==> src/rtl/cntb_arbiter.sv <==
// cntb_arbiter: round-robin sharing of one bit-run counter among NUM_REQ valid/ready requesters
module cntb_arbiter #(
  parameter int NUM_REQ = 2,
  parameter int TIMEOUT = 15
) (
  input  logic                 clk_i,
  input  logic                 rst_ni,
  input  logic [NUM_REQ-1:0]   req_valid_i,
  output logic [NUM_REQ-1:0]   req_ready_o,
  input  logic [NUM_REQ*32-1:0] req_word_i,
  input  logic [NUM_REQ*5-1:0] req_index_i,
  output logic [NUM_REQ-1:0]   rsp_valid_o,
  input  logic [NUM_REQ-1:0]   rsp_ready_i,
  output logic [4:0]           rsp_result_o,
  output logic                 rsp_error_o,
  output logic                 cntb_start_o,
  output logic [31:0]          cntb_word_o,
  output logic [4:0]           cntb_index_o,
  input  logic [4:0]           cntb_result_i,
  input  logic                 cntb_done_i,
  output logic                 busy_o
);
  localparam logic [1:0] IDLE = 2'd0, ISSUE = 2'd1, WAIT = 2'd2, RESP = 2'd3;
  localparam int GW = $clog2(NUM_REQ);
  logic [1:0]    state;
  logic [GW-1:0] last_grant, grant, pick;
  logic [GW-1:0] cand [NUM_REQ];
  logic          any_req;
  logic [7:0]    wdog;
  logic [31:0]   word_q;
  logic [4:0]    index_q, result_q;
  logic          error_q;
  // cand[i] is the requester i+1 places after last_grant; scanning high to low leaves the nearest one
  always_comb begin
    for (int i = 0; i < NUM_REQ; i++) cand[i] = GW'((int'(last_grant) + i + 1) % NUM_REQ);
    pick = last_grant;
    any_req = 1'b0;
    for (int i = NUM_REQ - 1; i >= 0; i--)
      if (req_valid_i[cand[i]]) begin
        pick = cand[i];
        any_req = 1'b1;
      end
  end
  assign req_ready_o  = (state == IDLE && any_req) ? NUM_REQ'(1) << pick : '0;
  assign rsp_valid_o  = state == RESP ? NUM_REQ'(1) << grant : '0;
  assign rsp_result_o = state == RESP ? result_q : '0;
  assign rsp_error_o  = state == RESP ? error_q : 1'b0;
  assign cntb_start_o = state == ISSUE;
  assign cntb_word_o  = word_q;
  assign cntb_index_o = index_q;
  assign busy_o       = state != IDLE;
  always_ff @(posedge clk_i) begin
    if (!rst_ni) begin
      state      <= IDLE;
      last_grant <= GW'(NUM_REQ - 1);
      grant      <= '0;
      wdog       <= '0;
      word_q     <= '0;
      index_q    <= '0;
      result_q   <= '0;
      error_q    <= 1'b0;
    end else begin
      case (state)
        IDLE: if (any_req) begin
          grant   <= pick;
          word_q  <= req_word_i[32*pick +: 32];
          index_q <= req_index_i[5*pick +: 5];
          state   <= ISSUE;
        end
        ISSUE: begin
          wdog  <= '0;
          state <= WAIT;
        end
        WAIT: if (cntb_done_i) begin
          result_q <= cntb_result_i;
          error_q  <= 1'b0;
          state    <= RESP;
        end else if (wdog == 8'(TIMEOUT - 1)) begin
          result_q <= '0;
          error_q  <= 1'b1;
          state    <= RESP;
        end else begin
          wdog <= wdog + 8'd1;
        end
        RESP: if (rsp_ready_i[grant]) begin
          last_grant <= grant;
          state      <= IDLE;
        end
      endcase
    end
  end
endmodule

==> config.mk <==
export PLATFORM = sky130hd
export DESIGN_NAME = cntb_arbiter
export DESIGN_NICKNAME = d
export VERILOG_FILES = /design/src/rtl/cntb_arbiter.sv
export SDC_FILE = /design/constraint.sdc
export NUM_CORES = 1
export LEC_CHECK = 0
export ABC_AREA = 1
export CAP_MARGIN = 20
export CORE_ASPECT_RATIO = 1.2
export CORE_MARGIN = 1.5
export CORE_UTILIZATION = 43
export CTS_BUF_LIST = sky130_fd_sc_hd__clkbuf_4
export DETAILED_ROUTE_END_ITERATION = 8
export PLACE_DENSITY = 0.83
export SETUP_SLACK_MARGIN = 0.3
export SLEW_MARGIN = 20
export SYNTH_ARGS = -nofsm -noshare
export SYNTH_HDL_FRONTEND = slang
export SYNTH_SLANG_ARGS = --single-unit
==> constraint.sdc <==
create_clock -name clk_i -period 1.9 [get_ports clk_i]
set_input_delay 0.285 -clock clk_i [delete_from_list [all_inputs] [get_ports clk_i]]
set_output_delay 0.285 -clock clk_i [all_outputs]
set_load 0.1 [all_outputs]
* After elaboration in Yosys (flattened, before gate mapping) *
Index checks and enable logic that the tools add are counted.

word-level totals
  bits of input ports = 86
  latch bits = 0
  logic and storage cells = 64
  register bits after elaboration = 55
  bits in writable memories = 0
  output and inout bits = 49
  memories = 0
  bits in read-only memories = 0

cells by class
  reduce and logical (&&, ||, !) cells = 10
  div/mod/pow operators = 0
  magnitude comparators = 3
  equal/unequal tests = 9
  add/sub/neg operators = 3
  muxes and demuxes = 26
  shift operators = 4
  bitwise gates (word level) = 0
  $mul = 1

operator list
  cell                                                                     number
  64-bit by 7-bit indexed part select with 32-bit output                   1
  8-bit two-way mux                                                        2
  8-bit case mux with 2 select lines                                       1
  5-bit two-way mux                                                        3
  1-bit two-way mux                                                        13
  2-bit two-way mux                                                        6
  10-bit by 5-bit indexed part select with 5-bit output                    1
  8-bit by 1-bit adder with 8-bit output, second input constant            1
  8-bit by 4-bit == test with 1-bit output, second input constant          1
  2-bit case mux with 4 select lines                                       1
  1-bit by 2-bit < comparator with 1-bit output, second input constant     3
  2-bit inequality test, second input constant                             3
  2-bit AND reduction                                                      3
  3-bit AND reduction                                                      2
  2-bit nonzero test                                                       3
  2-bit == test, second input constant                                     2
  3-bit by 1-bit multiplier with 4-bit output, first input constant        1
  1-bit by 1-bit << shifter with 2-bit output, first input constant        2
  3-bit inequality test, second input constant                             1
  1-bit adder, second input constant                                       2
  2-bit by 1-bit == test with 1-bit output, second input constant          1
  2-bit logical NOT                                                        1
  2-bit by 1-bit inequality test with 1-bit output, second input constant  1
  1-bit logical AND                                                        1

* Logic depth before layout (Yosys ltp) *
Gate-level depths: netlist (run 1).

  depth in word-level cells = 8
  gate-level depth with buffers = 10
  mapped depth without buffers = 10

* Worst setup path after synthesis (run 1) *
Ideal clock, no wire load.

  path type = flip-flop to output port
  start = reg state[0]
  end = out req_ready_o[1]
  required time = 1615 ps
  path buffers = 1
  slack = -1171 ps
  stages on the path, launching flop included = 8
  arrival time = 2786 ps
  cells stage by stage = dfxtp_1 -> inv_1 -> ha_1 -> inv_1 -> a31oi_4 -> inv_2 -> buf_2 -> nor2_1

on the way
  cells in the longest elaborated chain, start to end = 3

ends and longest elaborated chain
  what                    line  source
  from (decl)             25    logic [1:0] state;
  from (signal assigned)  54    state <= IDLE;
  from (signal assigned)  68    state <= ISSUE;
  from (signal assigned)  72    state <= WAIT;
  2-bit logical NOT       44    assign req_ready_o = (state == IDLE && any_req) ? NUM_REQ'(1) << pick : '0;
  1-bit logical AND       44
  2-bit two-way mux       44
  to (decl)               9     output logic [NUM_REQ-1:0] req_ready_o,

Every way passes these cells.

* Worst setup path after layout (run 1) *
  start = reg state[1]
  end = out rsp_valid_o[0]

on the way
  cells in the longest elaborated chain, start to end = 2

ends and longest elaborated chain
  what               line  source
  2-bit == test      45    assign rsp_valid_o = state == RESP ? NUM_REQ'(1) << grant : '0;
  2-bit two-way mux  45
  to (decl)          12    output logic [NUM_REQ-1:0] rsp_valid_o,

Every way passes these cells.

==> metrics.txt, run 1 <==
synth warn 0; final hold vios 0; Die W 78.2 um; total congestion overflow 0; cts bufs inserted 5; initial cell density of the core 45.0%; first-pass GRT wire length 13700 um; met1 usage 27.6%; top cell type by total area after synthesis dfxtp_1; Synth area leaders dfxtp_1 38%, nand2_1 21%, inv_1 8.9%; WS Path Type reg2out; run status finished, violations left; worst min-delay path category in2reg; busiest grt layer met2; hold path start cntb_result_i[0]; FF-to-FF path depth 9; vias in the first global route 3114; share of layout cells above drive strength 1 between 10% and 20%; Synth Flop Type dfxtp_1; fmax 0.511 GHz; RSZ-0062 raised after global routing true; failing checks setup timing; Final WS setup -0.0555 ns; Worst IR Drop VDD 1.08 mV; initial antenna violation count 0; First DRT Iteration DRCs 181; DP HPWL 6170 um; gr usage total 23.1%; Worst-Skew Late Latency 0.38 ns; input/output buffers 134; Worst Tran Pin Value 0.486 ns; CTS Hold Bufs 0; reg2reg start state[0]; Power Dens Cells ~1400 nW/um^2; Worst Hold End result_q[0]; synth-to-layout area growth 60.7%; Die Area 7300 sq um; final setup TNS -0.112 ns; final-report max-slew violation count 0; async set or reset register ratio after synthesis 0%; Die Height 93.3 um; Max Cap Viol 0; drt wl/cell 13.1 um; drt pass-1 iters 4; largest net degree at the start of global routing 45; Final nets slightly below 700; EDFF count, synth 0; clk sink count 55; Worst Skew between 0.01 and 0.015 ns; Finished Layout Cells 681; global-route track usage on met2 41.7%; Reg-to-Reg End cntb_word_o[18]; diodes inserted 0; Synth Register Bits 55; Routed Antenna Nets 0; Worst slew margin around two thirds; unique cell type count in the Yosys netlist 23; Crit. End Element output pin; met3 usage between 5 and 6%; Reg clk slew, reported paths ~0.15 ns; Worst setup SP type register; CTS Root Buffer Type clkbuf_4; P_leak ~2.1 nW; Mapped Nets around 550; RePlAce Congestion 0.867; register area share after synthesis 37.7%; FILL cells just over 500; placed cells 659; drt drc 0; top-area cell type share of the netlist area 37.7%; Hold Crit Depth 3; DRT Wirelength ~9000 um; post-layout minimum cycle time just under 2 ns; final core utilization 72.3%; Mapped Area around 2900 sq um; TritonCTS clock tree built; Via density 4.82; critical path data required time 1.62 ns; crit-path max FO 9; syn_area_per_cell 6.40 sq um; H-tree levels 2; part of the cycle the worst path needs 103%; I/O pin count 135; Post-Syn Instances roughly 460; Vias 3283; core area around 6500 sq um; worst reg2reg setup slack 0.31 ns; row cnt 32; final setup fails 3; WP data arrival 1.67 ns; Clock Path Buffers 2
-- critical path: stages, from the launching register on --
cell	delay (ns)
dfxtp_4	0.40
buf_4	0.13
ha_2	0.31
inv_1	0.13
nor2_4	0.15
buf_12	0.18
-- cell usage in the layout (no fill, tap or decap), drive strengths merged --
cell and instances:
inv 67, nor3 2, nand4 8, o21ai 43
nand2 168, o211ai 2, a21oi 48, ha 7
clkinvlp 3, clkbuf 7, clkinv 1, bufinv 2
nand3 6, dfxtp 55, clkdlybuf4s50 85, a31oi 1
nor2 21, buf 70
-- cell usage after synthesis (2+ instances only) --
cell type,count
buf_2,6
ha_1,7
o21ai_0,33
nor3_1,2
o21ai_1,9
nand4_1,8
dfxtp_1,55
nor2_1,21
inv_1,69
nand2_1,166
a21oi_1,48
clkbuf_1,8
o211ai_1,2
buf_6,6
nand3_2,2
nand3_1,4
buf_4,3
nand2_2,2
-- layer usage --
metal / share of wire (%) / up-vias
met5: 0 / -
met4: 1.9 / 0
met3: 7.4 / 16
met2: 49 / 127
met1: 42 / 1461
li1: - / 1679
-- cell families after synthesis --
family | share of synthesized area, %
adder cells (fa/ha/maj) | 3.00
AND/OR/NAND/NOR | 27.9
AO/OA/AOI/OAI | 17.0
buffers and inverters | 14.4
flip-flops | 37.7
-- registers in the layout (all words and copies together) (netlist names) --
register,flops
last_grant,1
result_q,5
state,2
grant,1
error_q,1
wdog,8
cntb_index_o,5
cntb_word_o,32
-- layout make-up --
class | instances | area [sq um] | share of cell area [%]
Clock inverter | 2 | 60.1 | 1.28
Timing Repair Buffer | 156 | 1600 | 34.1
Multi-Input combinational cell | 306 | 1490 | 31.8
Tap cell | 85 | 106 | 2.27
Sequential cell | 55 | 1110 | 23.6
Clock buffer | 6 | 45.0 | 0.960
Inverter | 71 | 283 | 6.03
-- worst max path at each step --
stage              startpoint        endpoint  slack, ns  cells past startpoint
2_1_floorplan        state[1]  req_ready_o[1]      -0.40                      7
3_3_place_gp   req_valid_i[1]  req_ready_o[1]       0.02                      6
3_5_place_dp   req_valid_i[1]  req_ready_o[1]     -0.006                      6
4_1_cts              state[0]  req_ready_o[1]      -0.03                      7
5_1_grt              state[0]  req_ready_o[1]      -0.11                      7
6_report             state[1]  rsp_valid_o[0]      -0.06                      5
-- per-stage QoR --
| step | hold WS, ns | instance area (sq um) | worst slack, ns | total power [mW] |
|---|---|---|---|---|
| 2_1_floorplan | 0.408 | 2970 | -0.402 | 4.50 |
| 3_3_place_gp | 0.449 | 4390 | 0.0232 | 5.40 |
| 3_5_place_dp | 0.453 | 4390 | -0.00589 | 5.46 |
| 4_1_cts | 0.459 | 4580 | -0.0280 | 6.38 |
| 5_1_grt | 0.450 | 4690 | -0.113 | 6.87 |
| 6_report | 0.466 | 4690 | -0.0555 | 6.56 |
-- power by group --
group          internal (mW)  leakage [nW]  switching [mW]  total, mW
clock                  0.425        0.0559           0.362      0.788
sequential              1.42         0.451           0.166       1.59
combinational           1.26          1.64            2.93       4.19
total                   3.11          2.14            3.46       6.56
-- what timing repair did --
action	4_1_cts	5_1_grt
endpoints found under the hold margin	0	0
gates cloned	0	1
setup endpoints to repair	53	60
gates resized for setup	11	9
pin swaps	2	3
setup buffers	7	6
(Power assumes the default switching activity.)
==> run 2: changes to the inputs <==
==> constraint.sdc (replaced) <==
create_clock -name clk_i -period 2.1 [get_ports clk_i]
set_input_delay 0.315 -clock clk_i [delete_from_list [all_inputs] [get_ports clk_i]]
set_output_delay 0.315 -clock clk_i [all_outputs]
set_load 0.1 [all_outputs]
==> metrics.txt, run 2 (synthesized netlist as in run 1, its figures left out) <==
hold path start cntb_word_o[4]; Seq pwr share 25.3% (+1.1 points); diodes inserted 0 (unchanged); final-report max-slew violation count 0 (unchanged); critical path data required time 1.78 ns (+0.16 ns); Psw 3.03 mW (-12%); Worst setup SP type register; Combinational Power Share 62.4% (-1.4 points); Max Cap Viol 0 (unchanged); share of layout cells above drive strength 1 15.4% (-2.0 points); drt wl/cell 12.3 um (-6.0%); worst min-delay path category reg2reg; sw frac 53.4% (+0.77 points); initial cell density of the core 45.0% (unchanged); FILL cells 551 (+6.8%); part of the cycle the worst path needs a little over nine tenths; core area 6490 sq um (unchanged); drt pass-1 iters 5 (+1); DRT Wirelength 8310 um (-7.0%); First DRT Iteration DRCs 159 (-12%); Crit. End Element output pin; gr usage total 21.9% (-1.2 points); Finished Layout Cells 674 (-1.0%); RePlAce Congestion 0.878 (+1.3%); I/O pin count 135 (unchanged); commonest non-fill, non-tap cell in the layout nand2_1; final hold vios 0 (unchanged); most frequent cells in the layout 165 x nand2_1, 85 x clkdlybuf4s50_1, 65 x inv_1; Die Area 7300 sq um (unchanged); H-tree levels 2 (unchanged); Worst-Skew Late Latency 0.37 ns (about the same); WS Path Type reg2out; Worst Hold End cntb_word_o[4]; row cnt 32 (unchanged); Worst IR Drop VDD 0.840 mV (-23%); first-pass GRT wire length 12900 um (-6.0%); crit-path max FO 3 (-6); final setup fails 0 (-3); clock share of power 12.3% (+0.3 points); placed cells 659 (unchanged); initial antenna violation count 0 (unchanged); DP HPWL 6290 um (+2.0%); vias in the first global route 2871 (-7.8%); CTS Root Buffer Type clkbuf_4; run status finished, final reports clean; Internal Power 2.64 mW (-15%); RSZ-0062 raised after global routing true; P_leak 2.10 nW (-2.3%); clk sink count 55 (unchanged); Final nets 681 (-1.0%); Routed Antenna Nets 0 (unchanged); Reg-to-Reg End cntb_word_o[7]; Clock Path Buffers 2 (unchanged); total congestion overflow 0 (unchanged); final setup TNS 0 ns (+0.112 ns); Worst Skew 0.0108 ns (-0.00370 ns); input/output buffers 134 (unchanged); Die Height 93.3 um (unchanged); drt drc 0 (unchanged); Die W 78.2 um (unchanged); cts bufs inserted 5 (unchanged); reg2reg start state[0]; Via density 4.76 (-1.4%); fmax 0.509 GHz; TritonCTS clock tree built; worst reg2reg setup slack 0.44 ns (+0.13 ns); Hold Crit Depth 2 (-1); largest net degree at the start of global routing 53 (+18%); flip-flop count of the largest register after layout 32 (unchanged); Power Dens Cells 1250 nW/um^2 (-11%); FF-to-FF path depth 8 (-1); Worst slew margin 68.8% (+1.3 points); crit path launch state[0]; post-layout minimum cycle time 1.97 ns; WP data arrival 1.65 ns (-0.02 ns); synth-to-layout area growth 55.1%; final core utilization 69.8% (-2.5 points); Reg clk slew, reported paths 0.15 ns (about the same); Worst Tran Pin Value 0.467 ns (-0.0188 ns); Vias 3205 (-2.4%)
[run 2: power by group through the flow]
stage / Sequential, mW / Combinational, mW / Clock, mW
after floorplan: 2.72 / 1.35 / 0
after global routing: 1.46 / 3.73 / 0.754
after detailed placement: 1.45 / 3.44 / 0
after CTS: 1.43 / 3.53 / 0.712
after global placement: 1.44 / 3.39 / 0
final: 1.43 / 3.54 / 0.696
[run 2: routing by layer]
layer	wire, um	up-vias	GRT usage (%)
met5	0	-	0
met2	4230	103	40.7
met1	3450	1432	25.5
met3	563	6	4.68
li1	-	1664	-
met4	61	0	4.91
[run 2: how the worst max path moves through the flow]
| stage | endpoint | slack [ns] | cells after the start |
|---|---|---|---|
| finish | req_ready_o[1] | 0.13 | 7 |
| global placement | req_ready_o[1] | 0.19 | 6 |
| global route | req_ready_o[1] | 0.04 | 7 |
| CTS | req_ready_o[1] | 0.13 | 7 |
| detailed placement | cntb_word_o[7] | 0.15 | 6 |
| floorplan | req_ready_o[1] | -0.23 | 7 |
[run 2: timing repair]
action / CTS / global route
resized for setup: 5 / 2
hold buffers: 0 / 0
cloned: 0 / 0
setup buffers: 7 / 0
endpoints found under the setup margin: 11 / 44
pin swaps: 2 / 0
[run 2: layout make-up]
class / count / area (sq um) / area share [%]
Timing Repair Buffer: 149 / 1490 / 32.8
Multi-Input combinational cell: 306 / 1450 / 32.0
Clock inverter: 3 / 67.6 / 1.49
Tap cell: 85 / 106 / 2.35
Inverter: 71 / 279 / 6.16
Sequential cell: 55 / 1100 / 24.4
Clock buffer: 5 / 37.5 / 0.829
[run 2: worst max-delay path, stage by stage (launching register included)]
cell and delay [ns]:
dfxtp_2 0.37, inv_4 0.06, ha_4 0.15, clkinvlp_4 0.11
a31oi_4 0.21, inv_2 0.08, nor2_4 0.10, buf_12 0.18
[run 2: stage by stage]
step	hold slack, ns	power [mW]	area, sq um	worst slack, ns
2_1_floorplan	0.438	4.07	2970	-0.232
3_3_place_gp	0.448	4.82	4350	0.195
3_5_place_dp	0.453	4.89	4350	0.150
4_1_cts	0.473	5.68	4520	0.129
5_1_grt	0.489	5.95	4530	0.0382
6_report	0.470	5.67	4530	0.134
==> run 3: changes to the inputs <==
--- a/config.mk
+++ b/config.mk
@@ -14,6 +14,7 @@
 export DETAILED_ROUTE_END_ITERATION = 8
 export PLACE_DENSITY = 0.83
 export SETUP_SLACK_MARGIN = 0.3
+export SKIP_CTS_REPAIR_TIMING = 1
 export SLEW_MARGIN = 20
 export SYNTH_ARGS = -nofsm -noshare
 export SYNTH_HDL_FRONTEND = slang
==> metrics.txt, run 3 (synthesized netlist as in run 1, its figures left out) <==
run status finished, final reports clean; drt wl/cell 12.3 um (about the same); clock share of power 12.3% (about the same); fmax 0.497 GHz (-2.3%); Reg-to-Reg End cntb_word_o[7]; Worst slew margin 69.6% (+0.77 points); final setup fails 0 (unchanged); crit path launch state[1]; part of the cycle the worst path needs 95.8% (+2.2 points); H-tree levels 2 (unchanged); Hold Crit Depth 2 (unchanged); first-pass GRT wire length 12700 um (-1.8%); Worst Hold End cntb_word_o[4]; Worst Tran Pin Value 0.456 ns (-0.0115 ns); Die W 78.2 um (unchanged); DRT Wirelength 8290 um (-0.23%); Worst Skew 0.0143 ns (+0.00352 ns); I/O pin count 135 (unchanged); total congestion overflow 0 (unchanged); P_leak 2.09 nW (-0.32%); worst min-delay path category reg2reg; drt drc 0 (unchanged); Die Height 93.3 um (unchanged); Power Dens Cells 1250 nW/um^2 (-0.23%); First DRT Iteration DRCs 152 (-4.4%); sw frac 53.5% (+0.10 points); Final nets 680 (-0.15%); WS Path Type reg2out; Clock Path Buffers 2 (unchanged); diodes inserted 0 (unchanged); FF-to-FF path depth 7 (-1); largest net degree at the start of global routing 53 (unchanged); gr usage total 21.5% (-0.37 points); Reg clk slew, reported paths 0.16 ns (about the same); crit-path max FO 4 (+1); Routed Antenna Nets 0 (unchanged); Max Cap Viol 0 (unchanged); RSZ-0062 raised after global routing true; RePlAce Congestion 0.878 (unchanged); Die Area 7300 sq um (unchanged); DP HPWL 6290 um (unchanged); final-report max-slew violation count 0 (unchanged); Worst setup SP type register; Seq pwr share 25.4% (about the same); input/output buffers 134 (unchanged); share of layout cells above drive strength 1 15.3% (-0.14 points); clk sink count 55 (unchanged); vias in the first global route 2827 (-1.5%); Worst IR Drop VDD 0.889 mV (+5.9%); core area 6490 sq um (unchanged); critical path data required time 1.78 ns (about the same); Psw 3.02 mW (-0.29%); TritonCTS clock tree built; row cnt 32 (unchanged); WP data arrival 1.70 ns (+0.05 ns); CTS Root Buffer Type clkbuf_4; flip-flop count of the largest register after layout 32 (unchanged); initial antenna violation count 0 (unchanged); post-layout minimum cycle time 2.01 ns (+0.0461 ns); overall power 5.64 mW (-0.48%); cts bufs inserted 5 (unchanged); drt pass-1 iters 5 (unchanged); commonest non-fill, non-tap cell in the layout nand2_1; Worst-Skew Late Latency 0.37 ns (about the same); reg2reg start state[1]; initial cell density of the core 45.0% (unchanged); Combinational Power Share 62.3% (about the same); Via density 4.80 (+0.87%); worst reg2reg setup slack 0.42 ns (-0.02 ns); Crit. End Element output pin; final hold vios 0 (unchanged); most frequent cells in the layout 165 x nand2_1, 85 x clkdlybuf4s50_1, 65 x inv_1; Internal Power 2.62 mW (-0.70%); synth-to-layout area growth 54.7%; Vias 3228 (+0.72%); hold path start cntb_word_o[4]; final setup TNS 0 ns (unchanged)
[run 3: final cells by class]
| cell class | count | area, sq um |
|---|---|---|
| Sequential cell | 55 | 1100 |
| Fill cell | 559 | 1970 |
| Timing Repair Buffer | 148 | 1470 |
| Inverter | 71 | 279 |
| Clock inverter | 3 | 67.6 |
| Multi-Input combinational cell | 306 | 1450 |
| Clock buffer | 5 | 37.5 |
| Tap cell | 85 | 106 |
[run 3: worst max-delay path by stage]
stage	endpoint
after CTS	req_ready_o[1]
final	req_ready_o[1]
after global placement	req_ready_o[1]
after detailed placement	cntb_word_o[7]
after global routing	req_ready_o[1]
after floorplan	req_ready_o[1]
[run 3: per-stage QoR]
stage / hold slack [ns] / util (%) / instance area [sq um] / setup slack (ns) / instances
6_report: 0.470 / 69.7 / 4520 / 0.0875 / 673
5_1_grt: 0.489 / 69.7 / 4520 / 0.00385 / 673
4_1_cts: 0.473 / 68.7 / 4460 / -0.00812 / 667
3_5_place_dp: 0.453 / 67.1 / 4350 / 0.150 / 659
3_3_place_gp: 0.448 / 67.1 / 4350 / 0.195 / 659
2_1_floorplan: 0.438 / - / 2970 / -0.232 / 456
[run 3: power by group through the flow]
stage | sequential [mW] | combinational, mW | clock [mW]
floorplan | 2.72 | 1.35 | 0
global placement | 1.44 | 3.39 | 0
detailed placement | 1.45 | 3.44 | 0
CTS | 1.43 | 3.45 | 0.712
global route | 1.46 | 3.71 | 0.754
finish | 1.43 | 3.51 | 0.694
[run 3: routing by layer]
| layer | part of all wire (%) | GRT usage (%) | vias to the layer above |
|---|---|---|---|
| li1 | - | - | 1665 |
| met1 | 40 | 25.2 | 1446 |
| met2 | 52 | 39.7 | 113 |
| met3 | 7.4 | 4.68 | 4 |
| met4 | 0.53 | 4.91 | 0 |
| met5 | 0 | 0 | - |
[run 3: critical path: stages (launching register included)]
cell and delay (ns):
dfxtp_2 0.38, inv_4 0.08, ha_4 0.16, clkinvlp_4 0.10, a31oi_4 0.23, inv_2 0.09
nor2_4 0.10, buf_12 0.18
